$ cat src/rtl/gfx_pkg.sv
// Shared graphics definitions: animation FSM encoding, scroll width, brightness range.
package gfx_pkg;

    typedef enum logic [1:0] {
        ST_RUN      = 2'd0,
        ST_HOLD     = 2'd1,
        ST_FADE_OUT = 2'd2,
        ST_FADE_IN  = 2'd3
    } anim_state_t;

    localparam int          SCROLL_W   = 10;
    localparam int          SCENE_W    = 3;
    localparam logic [1:0]  BRIGHT_MAX = 2'd3;

endpackage

$ cat src/rtl/vsync_edge_detect.sv
// Brings an asynchronous frame-rate strobe into clk and emits a registered
// one-cycle pulse on each rising edge. Shared by frame-rate blocks.
module vsync_edge_detect #(
    parameter int SYNC_STAGES = 2
) (
    input  logic clk,
    input  logic rst,
    input  logic async_i,
    output logic pulse_o
);

    logic [SYNC_STAGES-1:0] sync_q;
    logic                   hist_q;
    logic                   pulse_q;

    // Synchronizer chain, history flop and registered rising-edge compare.
    always_ff @(posedge clk or posedge rst) begin
        if (rst) begin
            sync_q  <= '0;
            hist_q  <= 1'b0;
            pulse_q <= 1'b0;
        end else begin
            sync_q  <= {sync_q[SYNC_STAGES-2:0], async_i};
            hist_q  <= sync_q[SYNC_STAGES-1];
            pulse_q <= sync_q[SYNC_STAGES-1] & ~hist_q;
        end
    end

    assign pulse_o = pulse_q;

endmodule

$ cat src/rtl/anim_sequencer.sv
// Frame-rate animation sequencer: scrolls two parallax layers, counts scene
// frames, supports pause, and optionally fades between scenes.
// Optional feature: define ANIM_FADE_EN to enable the FADE_OUT/FADE_IN states;
// without it a scene end simply advances scene_idx and brightness stays full.
module anim_sequencer
    import gfx_pkg::*;
#(
    parameter int SYNC_STAGES  = 2,
    parameter int SCENE_FRAMES = 256
) (
    input  logic                clk,
    input  logic                rst,
    input  logic                v_sync,
    input  logic                pause_req,
    input  logic [1:0]          speed,
    output logic                frame_tick,
    output logic [SCROLL_W-1:0] scroll_fg,
    output logic [SCROLL_W-1:0] scroll_bg,
    output logic [SCENE_W-1:0]  scene_idx,
    output logic [1:0]          brightness,
    output logic [1:0]          state
);

    localparam int CNT_W = $clog2(SCENE_FRAMES);
    localparam logic [CNT_W-1:0] CNT_LAST = CNT_W'(SCENE_FRAMES - 1);

    logic                edge_pulse;
    logic                frame_tick_q;
    anim_state_t         state_q;
    logic [SCROLL_W-1:0] fg_q;
    logic [SCROLL_W-1:0] bg_q;
    logic [SCENE_W-1:0]  scene_q;
    logic [1:0]          bright_q;
    logic [CNT_W-1:0]    cnt_q;
    logic [SCROLL_W-1:0] step;

    vsync_edge_detect #(
        .SYNC_STAGES (SYNC_STAGES)
    ) u_vsync_edge (
        .clk     (clk),
        .rst     (rst),
        .async_i (v_sync),
        .pulse_o (edge_pulse)
    );

    // step = speed + 1; speed is only consumed on the tick edge.
    assign step = {{(SCROLL_W-2){1'b0}}, speed} + SCROLL_W'(1);

    // Retime the edge pulse so frame_tick lands SYNC_STAGES+2 edges after v_sync rises.
    always_ff @(posedge clk or posedge rst) begin
        if (rst) frame_tick_q <= 1'b0;
        else     frame_tick_q <= edge_pulse;
    end

    // Animation FSM; every register advances only on the frame_tick edge.
    // A tick is judged by the state it arrives in: the tick entering or leaving
    // HOLD does not scroll.
    always_ff @(posedge clk or posedge rst) begin
        if (rst) begin
            state_q  <= ST_RUN;
            fg_q     <= '0;
            bg_q     <= '0;
            scene_q  <= '0;
            bright_q <= BRIGHT_MAX;
            cnt_q    <= '0;
        end else if (frame_tick_q) begin
            case (state_q)
                ST_RUN: begin
                    if (pause_req) begin
                        state_q <= ST_HOLD;
                    end else begin
                        fg_q <= fg_q + step;
                        bg_q <= bg_q + (step << 1);
                        if (cnt_q == CNT_LAST) begin
                            cnt_q <= '0;
`ifdef ANIM_FADE_EN
                            state_q <= ST_FADE_OUT;
`else
                            scene_q <= scene_q + SCENE_W'(1);
`endif
                        end else begin
                            cnt_q <= cnt_q + CNT_W'(1);
                        end
                    end
                end
                ST_HOLD: begin
                    if (!pause_req) state_q <= ST_RUN;
                end
`ifdef ANIM_FADE_EN
                ST_FADE_OUT: begin
                    fg_q <= fg_q + step;
                    bg_q <= bg_q + (step << 1);
                    if (bright_q == 2'd0) begin
                        scene_q <= scene_q + SCENE_W'(1);
                        state_q <= ST_FADE_IN;
                    end else begin
                        bright_q <= bright_q - 2'd1;
                    end
                end
                ST_FADE_IN: begin
                    fg_q     <= fg_q + step;
                    bg_q     <= bg_q + (step << 1);
                    bright_q <= bright_q + 2'd1;
                    if (bright_q == BRIGHT_MAX - 2'd1) state_q <= ST_RUN;
                end
`endif
                default: state_q <= ST_RUN;
            endcase
        end
    end

    assign frame_tick = frame_tick_q;
    assign scroll_fg  = fg_q;
    assign scroll_bg  = bg_q;
    assign scene_idx  = scene_q;
    assign brightness = bright_q;
    assign state      = state_q;

endmodule

$ cat config.mk
export PLATFORM = sky130hd
export DESIGN_NAME = anim_sequencer
export DESIGN_NICKNAME = d
export VERILOG_FILES = /design/src/rtl/gfx_pkg.sv /design/src/rtl/vsync_edge_detect.sv /design/src/rtl/anim_sequencer.sv
export SDC_FILE = /design/constraint.sdc
export NUM_CORES = 1
export LEC_CHECK = 0
export CAP_MARGIN = 30
export CELL_PAD_IN_SITES_DETAIL_PLACEMENT = 1
export CELL_PAD_IN_SITES_GLOBAL_PLACEMENT = 1
export CORE_MARGIN = 5
export CORE_UTILIZATION = 30
export CTS_CLUSTER_DIAMETER = 200
export DETAILED_ROUTE_END_ITERATION = 10
export PLACE_DENSITY = 0.64
export SLEW_MARGIN = 20
export SYNTH_ARGS = -nofsm -noshare
export SYNTH_HDL_FRONTEND = slang
export SYNTH_SLANG_ARGS = --single-unit
$ cat constraint.sdc
create_clock -name clk -period 1.9 [get_ports clk]
set_clock_uncertainty 0.15 [all_clocks]
set_input_delay 0.475 -clock clk [delete_from_list [all_inputs] [get_ports clk]]
set_output_delay 0.475 -clock clk [all_outputs]
set_load 0.01 [all_outputs]
== Word-level counts from Yosys, hierarchy flattened ==
Cells that the tools add are included.
Operators by class
  reduce and logical (&&, ||, !) cells: 4
  mux-type cells: 4
  equal/unequal tests: 4
  bitwise gates (word level): 3
  $add $sub $neg: 5
Operators with widths (number)
  adder 10 x 3 -> 10 bit: 1
  adder 10 x 4 -> 10 bit: 1
  adder 8 x 1 -> 8 bit, second input constant: 1
  equality test 8 bit, second input constant: 1
  2-to-1 mux 8 bit: 1
  AND reduction 3 bit: 2
  2-to-1 mux 2 bit: 2
  != test 2 bit, second input constant: 2
  one-hot mux 2 bit (2 select lines): 1
  AND reduction 4 bit: 1
  adder 2 x 1 -> 3 bit, second input constant: 1
  adder 3 x 1 -> 3 bit, second input constant: 1
  equality test 2 x 1 -> 1 bit, second input constant: 1
  logical NOT 2 bit: 1
  inverter 1 bit: 2
  AND 1 bit: 1
Word-level totals
  word-level logic and storage cells: 29
  output and inout bits: 28
  input port bits: 6
  register bits: 38

== Longest topological paths before layout ==
Gate-level depths: netlist (run 1).
  depth after elaboration: 3
  mapped depth: 8
  depth with buffers taken out: 8

== By module ==
Synthesis (run 1) repeated with hierarchy kept, for this count alone.
Unflattened totals
  cells, all modules: 166
  area, all modules: 1799.2 um^2
By module, submodules not included
  anim_sequencer: seq. area each 800.8 um^2, cells an instance 160, area an instance 1681.6 um^2, times used 1
  vsync_edge_detect: seq. area each 100.1 um^2, cells an instance 6, area an instance 117.6 um^2, times used 1

== Worst setup path before layout (run 1) ==
Ideal clock, no wire load.
  path type: input-to-reg
  start point: input speed[0]
  end point: register bg_q[9], in the netlist scroll_bg[9]
  stages: 7
  buffers on the path: 0
  arrival: 1.904 ns
  setup time: 0.079 ns
  data required time: 1.671 ns
  path slack: -0.234 ns
  cell sequence: ha_1 -> inv_1 -> fa_1 -> nor2b_1 -> o221ai_1 -> nor3_1 -> xor2_1
Between the ends
  cells in the longest elaborated chain, start to end: 2
RTL lines
  start, declared: line anim_sequencer.sv:15  | input logic [1:0] speed,
  adder 2 x 1 -> 3 bit: line anim_sequencer.sv:47  | assign step = {{(SCROLL_W-2){1'b0}}, speed} + SCROLL_W'(1);
  adder 10 x 4 -> 10 bit: line anim_sequencer.sv:73  | bg_q <= bg_q + (step << 1);
  end signal, assigned: line anim_sequencer.sv:73
  end, declared: line anim_sequencer.sv:31  | logic [SCROLL_W-1:0] bg_q;
No other way between the ends.
A chain may end at the register's enable or synchronous reset.

== Worst setup path after layout (run 1) ==
  start point: input speed[0]
  end point: register fg_q[7], in the netlist scroll_fg[7]
Between the ends
  cells in the longest elaborated chain, start to end: 2
RTL lines
  adder 2 x 1 -> 3 bit: line anim_sequencer.sv:47
  adder 10 x 3 -> 10 bit: line anim_sequencer.sv:72  | fg_q <= fg_q + step;
  end signal, assigned: line anim_sequencer.sv:72
  end, declared: line anim_sequencer.sv:30  | logic [SCROLL_W-1:0] fg_q;
No other way between the ends.

==> reports/qor.yml, run 1 <==
die:
  io_pins: 34
  die_extent_in_y_um: 88.0
  chipWidth_um: 88.0
  fp.dieArea_sq_um: 7740
  floorplan.core_area_sq_um: 5920
  placement_rows: 28
  floorplan.initialDensity: 0.308
power:
  netSwitchingFraction: 0.341
  worst_ir_drop_vdd_mv: 0.605
  seqPwrFrac: 0.403
  p_total_uw: 2640
  power_frac_clock: 0.208
  power_per_cell_area_nw_per_um2: 1030
  p_sw_uw: 902
  p_leak_uw: 0.00117
  internal_power_uw: 1740
  power_frac_comb: 0.389
logic_synthesis:
  yosys-top-cells-area: "sky130_fd_sc_hd__dfrtp_1, sky130_fd_sc_hd__xnor2_1, sky130_fd_sc_hd__ha_1"
  synth_cell_type_count: 36
  syn_avg_cell_area_sq_um: 11.3
  postSynthRegisterBits: 36
  synth.largest_area_cell: "sky130_fd_sc_hd__dfrtp_1"
  yosysSeqAreaShare: 0.494
  count_of_mapped_cells_out_of_synthesis: 161
  netlist.area_leader.share: 0.494
  synth_warnings: 2
  synth.cell_area_sq_um: 1820
grt:
  antenna_violations_before_repair: 0
  sum_of_overflow_across_all_layers_after_global_routing: 0
  grt_pass1_vias: 1428
  grt_start_max_net_pins: 37
  grt.total_usage: 0.110
  grt_first_pass_wirelength_mm: 6.64
layout:
  filler_cell_count: 663
  area.growth.synth_to_final_pct: 40.1
  nets: 233
  design_area_sq_um: 2550
  layout-drive-gt1-share: 0.280
  antennaDiodeCount: 0
critical_path:
  critPathMaxFanout: 4
  critPathLaunchType: "input pin"
  required_ns: 1.93
  timing.critical_path.slowest_cell_delay_ns: 0.40
  setup.worst_path.start: "speed[0]"
  worst-path-buf-inv: 1
  path_cells: "buf_8 > ha_4 > ha_4 > a21oi_4 > a2111oi_4 > nand4_1 > xnor2_1"
  cp.arrival_ns: 1.89
  criticalPathCategory: "input pin to register"
  dominant_cell_type_by_count_on_the_critical_path: "sky130_fd_sc_hd__ha_4"
  end_kind: "register"
  crit_path_top_delay_cell: "sky130_fd_sc_hd__a2111oi_4"
  rr_startpoint: "scroll_fg[1]"
  critical-path-top-delay-family: "adder cells"
clock_tree:
  clock_buffer_count_from_cts: 5
  tritoncts: "done"
  clk_transition_reported_paths_ns: 0.08
  clock_sinks: 36
  clk_root_buffer_cell: "sky130_fd_sc_hd__clkbuf_8"
  cts.path.max_buffers: 2
  clock_tree.htree_level_count: 2
  cts-hold-fix-buffers: 0
  clk-insertion-delay-late_ns: 0.29
drt:
  post_drt_wl_per_cell_um: 13.3
  antenna_nets_post_route: 0
  route.detailed.drc: 0
  drt_iter0_markers: 45
  drt_wl_total_mm: 3.91
  routed-via-count: 1363
  vias_per_cell: 4.65
  drt_pass1_iterations: 4
job:
  max_capacitance_violation_count: 0
sta:
  timing.hold.ws_ns: 0.202
  timing_hold_violations_final: 0
  post-route-period-util: 0.982
  postLayoutSetupSlackWorst_ns: 0.0350
  setup-violations-final: 0
  rsz0062_at_grt: "yes"
  layout_min_cycle_time_ns: 1.86
  timing.fmax_ghz: 0.536
  slew_viol_final: 0
placed_design:
  area_post_placement_sq_um: 2290
  place_worst_setup_slack_ns: -0.744
  hpwl_detailed_mm: 2.76
  io_buffers: 29
  gp_congestion: 0.708
min_path:
  worst_hold_class: "register to register"
  hold_start: "u_vsync_edge.sync_q[0]"
run_status:
  outcome: "completed"
routing by layer:
metal | part of all wire | global-route usage | vias to the layer above
li1 | - | - | 649
met1 | 0.43 | 0.131 | 686
met4 | 0.020 | 0.0502 | 0
met2 | 0.53 | 0.192 | 21
met3 | 0.028 | 0.0169 | 7
met5 | 0 | 0 | -
cell type report:
class                   count  area (sq um)  share of cell area
clock buffers               5          68.8              0.0269
clock inverters             3          18.8             0.00735
repair buffers             55           513               0.201
multi-input cells         113           935               0.366
inverters                   6          22.5             0.00881
flip-flops and latches     36           903               0.354
well taps                  75          93.8              0.0367
cell usage after synthesis:
cell type,count
sky130_fd_sc_hd__and4_1,1
sky130_fd_sc_hd__buf_2,5
sky130_fd_sc_hd__ha_1,8
sky130_fd_sc_hd__nand4b_1,1
sky130_fd_sc_hd__xor2_1,7
sky130_fd_sc_hd__conb_1,1
sky130_fd_sc_hd__and3b_1,1
sky130_fd_sc_hd__and2_0,1
sky130_fd_sc_hd__a221oi_1,1
sky130_fd_sc_hd__a21oi_1,5
sky130_fd_sc_hd__nand3_2,1
sky130_fd_sc_hd__nor3_1,2
sky130_fd_sc_hd__and2_1,1
sky130_fd_sc_hd__o221ai_1,1
sky130_fd_sc_hd__dfrtp_1,36
sky130_fd_sc_hd__o311ai_0,1
sky130_fd_sc_hd__or3_1,1
sky130_fd_sc_hd__fa_1,2
sky130_fd_sc_hd__o22ai_1,1
sky130_fd_sc_hd__nand3_1,9
sky130_fd_sc_hd__nand2b_1,5
sky130_fd_sc_hd__nor2_1,7
sky130_fd_sc_hd__nor3b_4,1
sky130_fd_sc_hd__nor2b_1,4
sky130_fd_sc_hd__inv_1,6
sky130_fd_sc_hd__mux2_2,5
sky130_fd_sc_hd__xnor2_1,17
sky130_fd_sc_hd__nand4_1,5
sky130_fd_sc_hd__nor3_4,1
sky130_fd_sc_hd__a2111oi_4,1
sky130_fd_sc_hd__buf_4,4
sky130_fd_sc_hd__nand3b_1,1
sky130_fd_sc_hd__mux2_1,1
sky130_fd_sc_hd__o21ai_0,4
sky130_fd_sc_hd__o211ai_1,1
sky130_fd_sc_hd__nand2_1,12
placed cells by master (no fill, tap or decap), types with 3 or more instances in the layout:
| master | netlist | layout |
|---|---|---|
| sky130_fd_sc_hd__mux2_2 | 5 | 5 |
| sky130_fd_sc_hd__buf_4 | 4 | 23 |
| sky130_fd_sc_hd__inv_1 | 6 | 4 |
| sky130_fd_sc_hd__ha_1 | 8 | 6 |
| sky130_fd_sc_hd__xnor2_1 | 17 | 17 |
| sky130_fd_sc_hd__nand3_1 | 9 | 9 |
| sky130_fd_sc_hd__nand2_1 | 12 | 12 |
| sky130_fd_sc_hd__nor2b_1 | 4 | 3 |
| sky130_fd_sc_hd__o21ai_0 | 4 | 4 |
| sky130_fd_sc_hd__a21oi_1 | 5 | 4 |
| sky130_fd_sc_hd__dlygate4sd2_1 | 0 | 3 |
| sky130_fd_sc_hd__xor2_1 | 7 | 7 |
| sky130_fd_sc_hd__dfrtp_1 | 36 | 34 |
| sky130_fd_sc_hd__clkbuf_8 | 0 | 5 |
| sky130_fd_sc_hd__clkdlybuf4s50_1 | 0 | 22 |
| sky130_fd_sc_hd__nand4_1 | 5 | 5 |
| sky130_fd_sc_hd__nor2_1 | 7 | 6 |
| sky130_fd_sc_hd__buf_6 | 0 | 3 |
| sky130_fd_sc_hd__nand2b_1 | 5 | 4 |
| sky130_fd_sc_hd__conb_1 | 1 | 4 |
worst paths after layout:
path | end | cells past startpoint | slack, ns
worst max register to register | scroll_fg[7] | 6 | 0.06
worst max-delay path | scroll_fg[7] | 7 | 0.04
worst min-delay path | u_vsync_edge.sync_q[1] | 0 | 0.20
worst min register to register | u_vsync_edge.sync_q[1] | 0 | 0.20
max in group asynchronous | scroll_fg[2] | 3 | 1.02
min in group asynchronous | u_vsync_edge.sync_q[0] | 3 | 0.38
timing repair:
item                                    in CTS  in global routing
endpoints found under the hold margin        0                  0
resized for setup                           23                 12
setup buffers                                9                  4
endpoints found under the setup margin      28                 12
pin swaps                                    6                  9
registers in the layout, summed over array words and instances, names as in the netlist:
signal and flops:
scene_idx 3, u_vsync_edge.pulse_o 1, state 1, u_vsync_edge.sync_q 2, frame_tick 1, scroll_fg 10
cnt_q 8, scroll_bg 9, u_vsync_edge.hist_q 1
kinds of logic after synthesis:
| family | after synthesis | synth area share |
|---|---|---|
| adders and majority gates | 10 | 0.0768 |
| AOI/OAI and AO/OA | 15 | 0.0617 |
| and+or+nand+nor | 54 | 0.171 |
| other | 1 | 0.00206 |
| DFF | 36 | 0.494 |
| muxes | 6 | 0.0370 |
| xor gates and xnor gates | 24 | 0.115 |
| buffers and inverters | 15 | 0.0425 |
power by group through the flow:
stage	Clock [uW]	Sequential (uW)	Combinational, uW
5_1_grt	600	1100	1130
2_1_floorplan	0	1120	472
6_report	550	1070	1030
4_1_cts	577	1070	968
3_5_place_dp	0	1120	853
3_3_place_gp	0	1110	826
worst reg2reg max path, stage by stage (launching register included):
cell and delay, ns:
sky130_fd_sc_hd__dfrtp_1 0.40, sky130_fd_sc_hd__buf_6 0.14, sky130_fd_sc_hd__ha_4 0.27, sky130_fd_sc_hd__a21oi_4 0.06, sky130_fd_sc_hd__a2111oi_4 0.40, sky130_fd_sc_hd__nand4_1 0.16, sky130_fd_sc_hd__xnor2_1 0.16
metrics by stage:
| stage | utilization | std cells | setup TNS (ns) |
|---|---|---|---|
| 4_1_cts | 0.417 | 289 | 0 |
| 3_3_place_gp | 0.387 | 272 | -12.90 |
| 2_1_floorplan | - | 164 | -0.113 |
| 6_report | 0.432 | 293 | 0 |
| 3_5_place_dp | 0.387 | 272 | -13.68 |
| 5_1_grt | 0.432 | 293 | -0.0305 |
No activity file was read; power rests on OpenSTA's default activity.
==> run 2: changes to the inputs <==
--- a/config.mk
+++ b/config.mk
@@ -13,6 +13,7 @@
 export CTS_CLUSTER_DIAMETER = 200
 export DETAILED_ROUTE_END_ITERATION = 10
 export PLACE_DENSITY = 0.64
+export SETUP_SLACK_MARGIN = 0.15
 export SLEW_MARGIN = 20
 export SYNTH_ARGS = -nofsm -noshare
 export SYNTH_HDL_FRONTEND = slang
==> run 2 against run 1 <==
Effect of this change:
- fmax grew 1.1%
- total power grew 5.1%
- utilization grew 1.4 points
- via count grew 1.8%
- count of clock-buffer cells in the layout grew 1
- wire length grew 5.3%
- sequential power is essentially flat
- critical path depth grew 1
- worst hold slack is essentially flat
- clock power grew 23%
- cell count grew 1.7%
- critical path type unchanged
- cell area grew 3.3%
==> reports/qor.yml, run 2 (synthesis gave the netlist of run 1 again) <==
run_status:
  outcome: "completed"
sta:
  post-route-period-util: 0.971  # -0.0106
  slew_viol_final: 0  # unchanged
  layout_min_cycle_time_ns: 1.84  # -0.0202 ns
  rsz0062_at_grt: "yes"
  setup-violations-final: 0  # unchanged
  timing.fmax_ghz: 0.542  # +1.1%
  timing_hold_violations_final: 0  # unchanged
  timing.hold.ws_ns: 0.202  # -0.0000690 ns
min_path:
  worst_hold_class: "register to register"
  min_delay_path_depth: 0  # unchanged
  hold_start: "u_vsync_edge.pulse_o"
  timing.hold.worst_endpoint: "frame_tick"
clock_tree:
  clock_sinks: 36  # unchanged
  clock_tree.htree_level_count: 2  # unchanged
  clk_transition_reported_paths_ns: 0.07  # about the same
  clock_buffer_count_from_cts: 5  # unchanged
  clk-insertion-delay-late_ns: 0.29  # about the same
  cts-hold-fix-buffers: 0  # unchanged
  clk_root_buffer_cell: "sky130_fd_sc_hd__clkbuf_8"
  tritoncts: "done"
  cts.path.max_buffers: 2  # unchanged
grt:
  grt_first_pass_wirelength_mm: 7.07  # +6.4%
  antenna_violations_before_repair: 0  # unchanged
  sum_of_overflow_across_all_layers_after_global_routing: 0  # unchanged
  grt_start_max_net_pins: 37  # unchanged
  grt_pass1_vias: 1477  # +3.4%
  grt.total_usage: 0.120  # +0.0103
die:
  placement_rows: 28  # unchanged
  chipWidth_um: 88.0  # unchanged
  floorplan.initialDensity: 0.308  # unchanged
  floorplan.core_area_sq_um: 5920  # unchanged
  io_pins: 34  # unchanged
  die_extent_in_y_um: 88.0  # unchanged
  fp.dieArea_sq_um: 7740  # unchanged
placed_design:
  hpwl_detailed_mm: 2.69  # -2.3%
  gp_congestion: 0.702  # -0.83%
  io_buffers: 29  # unchanged
drt:
  routed-via-count: 1388  # +1.8%
  antenna_nets_post_route: 0  # unchanged
  post_drt_wl_per_cell_um: 13.8  # +3.6%
  drt_iter0_markers: 40  # -11%
  route.detailed.drc: 0  # unchanged
  drt_pass1_iterations: 4  # unchanged
  vias_per_cell: 4.66  # +0.13%
  drt_wl_total_mm: 4.12  # +5.3%
layout:
  layout-drive-gt1-share: 0.323  # +0.0431
  mostFrequentLayoutCell: "sky130_fd_sc_hd__dfrtp_1"
  antennaDiodeCount: 0  # unchanged
  filler_cell_count: 660  # -0.45%
  area.growth.synth_to_final_pct: 44.7
  largest_register_ff_count: 10  # unchanged
  layout.cells.most_common_list: "sky130_fd_sc_hd__dfrtp_1, sky130_fd_sc_hd__buf_4, sky130_fd_sc_hd__dlygate4sd2_1"
  nets: 238  # +2.1%
critical_path:
  rr_startpoint: "scroll_fg[1]"
  rrSetupSlack_ns: 0.08  # +0.02 ns
  end_kind: "register"
  cp.arrival_ns: 1.88  # about the same
  criticalPathCategory: "input pin to register"
  required_ns: 1.93  # about the same
  worstRegToRegCells: 6  # unchanged
  critPathMaxFanout: 4  # unchanged
  critPathLaunchType: "input pin"
  worst_r2r_endpoint: "scroll_fg[7]"
power:
  p_total_uw: 2780  # +5.1%
  worst_ir_drop_vdd_mv: 0.483  # -20%
  p_leak_uw: 0.00127  # +8.3%
  power_per_cell_area_nw_per_um2: 1050  # +1.8%
job:
  max_capacitance_violation_count: 0  # unchanged
[run 2: area by class of cell]
| class | instances | area (sq um) | area share |
|---|---|---|---|
| tap | 75 | 93.8 | 0.0355 |
| inverter | 6 | 22.5 | 0.00853 |
| clock buffer | 6 | 72.6 | 0.0275 |
| clock inverter | 2 | 35.0 | 0.0133 |
| timing repair buffer | 60 | 539 | 0.204 |
| sequential | 36 | 902 | 0.342 |
| multi-input combinational | 113 | 975 | 0.369 |
[run 2: critical path, cell delays in order]
cell	delay, ns
sky130_fd_sc_hd__buf_8	0.10
sky130_fd_sc_hd__ha_4	0.29
sky130_fd_sc_hd__inv_2	0.05
sky130_fd_sc_hd__fa_2	0.38
sky130_fd_sc_hd__nor2b_2	0.13
sky130_fd_sc_hd__o221ai_2	0.15
sky130_fd_sc_hd__nand2b_4	0.18
sky130_fd_sc_hd__xnor2_2	0.12
[run 2: power breakdown]
group          switching [uW]  total, uW  internal [uW]
sequential                140       1060            920
clock                     287        676            390
combinational             497       1040            544
[run 2: how the worst max path moves through the flow]
stage,endpoint,from,depth (start not counted)
5_1_grt,scroll_bg[9],scroll_bg[1],7
4_1_cts,scroll_bg[9],scroll_bg[1],7
6_report,scroll_bg[5],speed[0],8
2_1_floorplan,scroll_bg[5],speed[1],7
3_5_place_dp,scroll_bg[9],speed[0],9
3_3_place_gp,scroll_bg[9],speed[0],9
[run 2: per-layer routing]
| layer | share of wire | routed length, um | vias to the layer above | GRT usage |
|---|---|---|---|---|
| met5 | 0 | 0 | - | 0 |
| met4 | 0.018 | 74 | 0 | 0.0544 |
| met3 | 0.034 | 141 | 8 | 0.0329 |
| met2 | 0.49 | 2040 | 23 | 0.193 |
| met1 | 0.45 | 1870 | 697 | 0.149 |
| li1 | - | - | 660 | - |
[run 2: through the flow]
step                area (sq um)  worst slack [ns]   util  setup TNS [ns]  cells
floorplan                   1860           -0.0390      -          -0.103    164
finish                      2640            0.0552  0.446               0    298
global placement            2350            -0.776  0.396          -13.13    277
CTS                         2590          -0.00732  0.438        -0.00732    297
detailed placement          2350            -0.793  0.396          -13.35    277
global route                2640           -0.0949  0.446          -0.188    298
[run 2: repair_timing]
item                                   CTS  global route
pin swaps                               12            20
endpoints found under the hold margin    0             0
gates resized for setup                 55             9
gates cloned                             1             0
buffers inserted                        11             1
setup endpoints to repair               53            15
==> run 3: changes to the inputs <==
==> constraint.sdc (replaced) <==
create_clock -name clk -period 1.9 [get_ports clk]
set_clock_uncertainty 0.15 [all_clocks]
set_input_delay 0.475 -clock clk [delete_from_list [all_inputs] [get_ports clk]]
set_output_delay 0.475 -clock clk [all_outputs]
set_load 0.1 [all_outputs]
==> run 3 against run 2 <==
Effect of this change:
- cell area up 11%
- cell count down 1.7%
- via count down 0.94%
- global-route usage about the same
- critical path depth down 1
- critical path type unchanged
- worst hold slack worse by 0.00085 ns
- sequential power up 16%
==> reports/qor.yml, run 3 (synthesis gave the netlist of run 1 again) <==
run_status:
  outcome: "completed"
critical_path:
  criticalPathCategory: "input pin to register"
  dominant_cell_type_by_count_on_the_critical_path: "sky130_fd_sc_hd__ha_4"
  worstRegToRegCells: 5  # -1
  critPathMaxFanout: 4  # unchanged
  path_cells: "buf_8 > ha_4 > ha_4 > a21oi_4 > a2111oi_4 > nand4_1 > xnor2_1"
  end_kind: "register"
  timing.critical_path.slowest_cell_delay_ns: 0.34  # -0.04 ns
  crit_path_top_delay_cell: "sky130_fd_sc_hd__a2111oi_4"
  critPathLaunchType: "input pin"
  cp.arrival_ns: 1.87  # about the same
  required_ns: 1.93  # about the same
clock_tree:
  clock_sinks: 36  # unchanged
  clk-insertion-delay-late_ns: 0.30  # about the same
  clock_tree.htree_level_count: 2  # unchanged
  cts.path.max_buffers: 2  # unchanged
  clk_root_buffer_cell: "sky130_fd_sc_hd__clkbuf_8"
  tritoncts: "done"
  clk_transition_reported_paths_ns: 0.08  # about the same
  clock_buffer_count_from_cts: 5  # unchanged
grt:
  sum_of_overflow_across_all_layers_after_global_routing: 0  # unchanged
  grt.total_usage: 0.120  # about the same
  grt_pass1_vias: 1493  # +1.1%
  grt_first_pass_wirelength_mm: 7.11  # +0.58%
  antenna_violations_before_repair: 0  # unchanged
  grt_start_max_net_pins: 37  # unchanged
layout:
  layout.core_utilization: 0.493  # +0.0471
  antennaDiodeCount: 0  # unchanged
  design_area_sq_um: 2920  # +11%
  nets: 233  # -2.1%
  area.growth.synth_to_final_pct: 60.0
  layout.cells.most_common_list: "sky130_fd_sc_hd__buf_12, sky130_fd_sc_hd__dfrtp_1, sky130_fd_sc_hd__buf_4"
  instances_no_fill: 293  # -1.7%
  mostFrequentLayoutCell: "sky130_fd_sc_hd__buf_12"
  layout-drive-gt1-share: 0.486  # +0.163
  largest_register_ff_count: 10  # unchanged
die:
  die_extent_in_y_um: 88.0  # unchanged
  fp.dieArea_sq_um: 7740  # unchanged
  floorplan.initialDensity: 0.308  # unchanged
  chipWidth_um: 88.0  # unchanged
  io_pins: 34  # unchanged
  placement_rows: 28  # unchanged
  floorplan.core_area_sq_um: 5920  # unchanged
power:
  p_sw_uw: 1800  # +95%
  p_leak_uw: 0.00125  # -1.9%
  worst_ir_drop_vdd_mv: 1.21  # +150%
  netSwitchingFraction: 0.468  # +0.135
  internal_power_uw: 2050  # +11%
  seqPwrFrac: 0.319  # -0.063
  power_per_cell_area_nw_per_um2: 1320  # +25%
  power_frac_comb: 0.536  # +0.161
  power_frac_clock: 0.145  # -0.098
sta:
  setup-violations-final: 0  # unchanged
  timing.fmax_ghz: 0.545  # +0.45%
  postLayoutSetupSlackWorst_ns: 0.0635  # +0.00824 ns
  layout_min_cycle_time_ns: 1.84  # -0.00824 ns
  timing.hold.ws_ns: 0.201  # -0.000846 ns
  rsz0062_at_grt: "yes"
  slew_viol_final: 0  # unchanged
  post-route-period-util: 0.967  # -0.00434
  timing_hold_violations_final: 0  # unchanged
drt:
  vias_per_cell: 4.69  # +0.75%
  drt_pass1_iterations: 3  # -1
  antenna_nets_post_route: 0  # unchanged
  drt_wl_total_mm: 4.34  # +5.3%
  post_drt_wl_per_cell_um: 14.8  # +7.1%
  routed-via-count: 1375  # -0.94%
  drt_iter0_markers: 14  # -65%
  route.detailed.drc: 0  # unchanged
placed_design:
  hpwl_detailed_mm: 3.05  # +13%
  place_worst_setup_slack_ns: -0.788  # +0.00543 ns
  io_buffers: 29  # unchanged
  dpl.cell_count: 275  # -0.72%
  gp_congestion: 0.813  # +16%
  area_post_placement_sq_um: 2640  # +12%
min_path:
  worst_hold_class: "register to register"
  min_delay_path_depth: 0  # unchanged
job:
  max_capacitance_violation_count: 0  # unchanged
## run 3: layer usage
layer | share of wire | routed length, um | vias to the layer above | GRT usage
met1 | 0.39 | 1680 | 702 | 0.135
met2 | 0.56 | 2430 | 19 | 0.213
met4 | 0.019 | 83 | 0 | 0.0502
li1 | - | - | 647 | -
met3 | 0.034 | 149 | 7 | 0.0320
met5 | 0 | 0 | - | 0
## run 3: area by class of cell
cell class | count | area, sq um
clock buffers | 5 | 68.8
clock inverters | 3 | 18.8
fillers | 626 | 3000
inverters | 6 | 22.5
multi-input cells | 113 | 1010
flip-flops and latches | 36 | 935
well taps | 75 | 93.8
repair buffers | 55 | 771
## run 3: repair_timing
action,CTS,global route
endpoints found under the setup margin,26,24
setup buffers,5,5
pin swaps,13,11
hold buffers,0,0
resized for setup,23,15
## run 3: worst max-delay path, delay by kind of cell
kind            cells  cell delay [ns]
compound gates      2             0.40
xor+xnor            1             0.16
fa+ha+maj           2             0.53
buf+inv             1             0.10
simple gates        1             0.19
## run 3: power by group through the flow
stage / Combinational, uW / Sequential [uW] / Clock (uW)
2_1_floorplan: 519 / 1920 / 0
3_3_place_gp: 1860 / 1230 / 0
3_5_place_dp: 1900 / 1240 / 0
4_1_cts: 1990 / 1230 / 581
5_1_grt: 2160 / 1270 / 601
6_report: 2060 / 1230 / 559
## run 3: final timing paths
| check | endpoint | from | slack (ns) |
|---|---|---|---|
| setup / recovery | scroll_fg[7] | speed[1] | 0.06 |
| hold / removal | frame_tick | u_vsync_edge.pulse_o | 0.20 |
| max in group asynchronous | scroll_fg[0] | rst | 1.01 |
| setup reg to reg | scroll_fg[7] | scroll_fg[1] | 0.09 |
| hold reg to reg | frame_tick | u_vsync_edge.pulse_o | 0.20 |
| min in group asynchronous | scroll_bg[7] | rst | 0.39 |
## run 3: stage by stage
stage / power (uW) / setup TNS, ns
2_1_floorplan: 2430 / -0.682
3_3_place_gp: 3090 / -12.25
3_5_place_dp: 3140 / -13.65
4_1_cts: 3800 / 0
5_1_grt: 4030 / 0
6_report: 3850 / 0
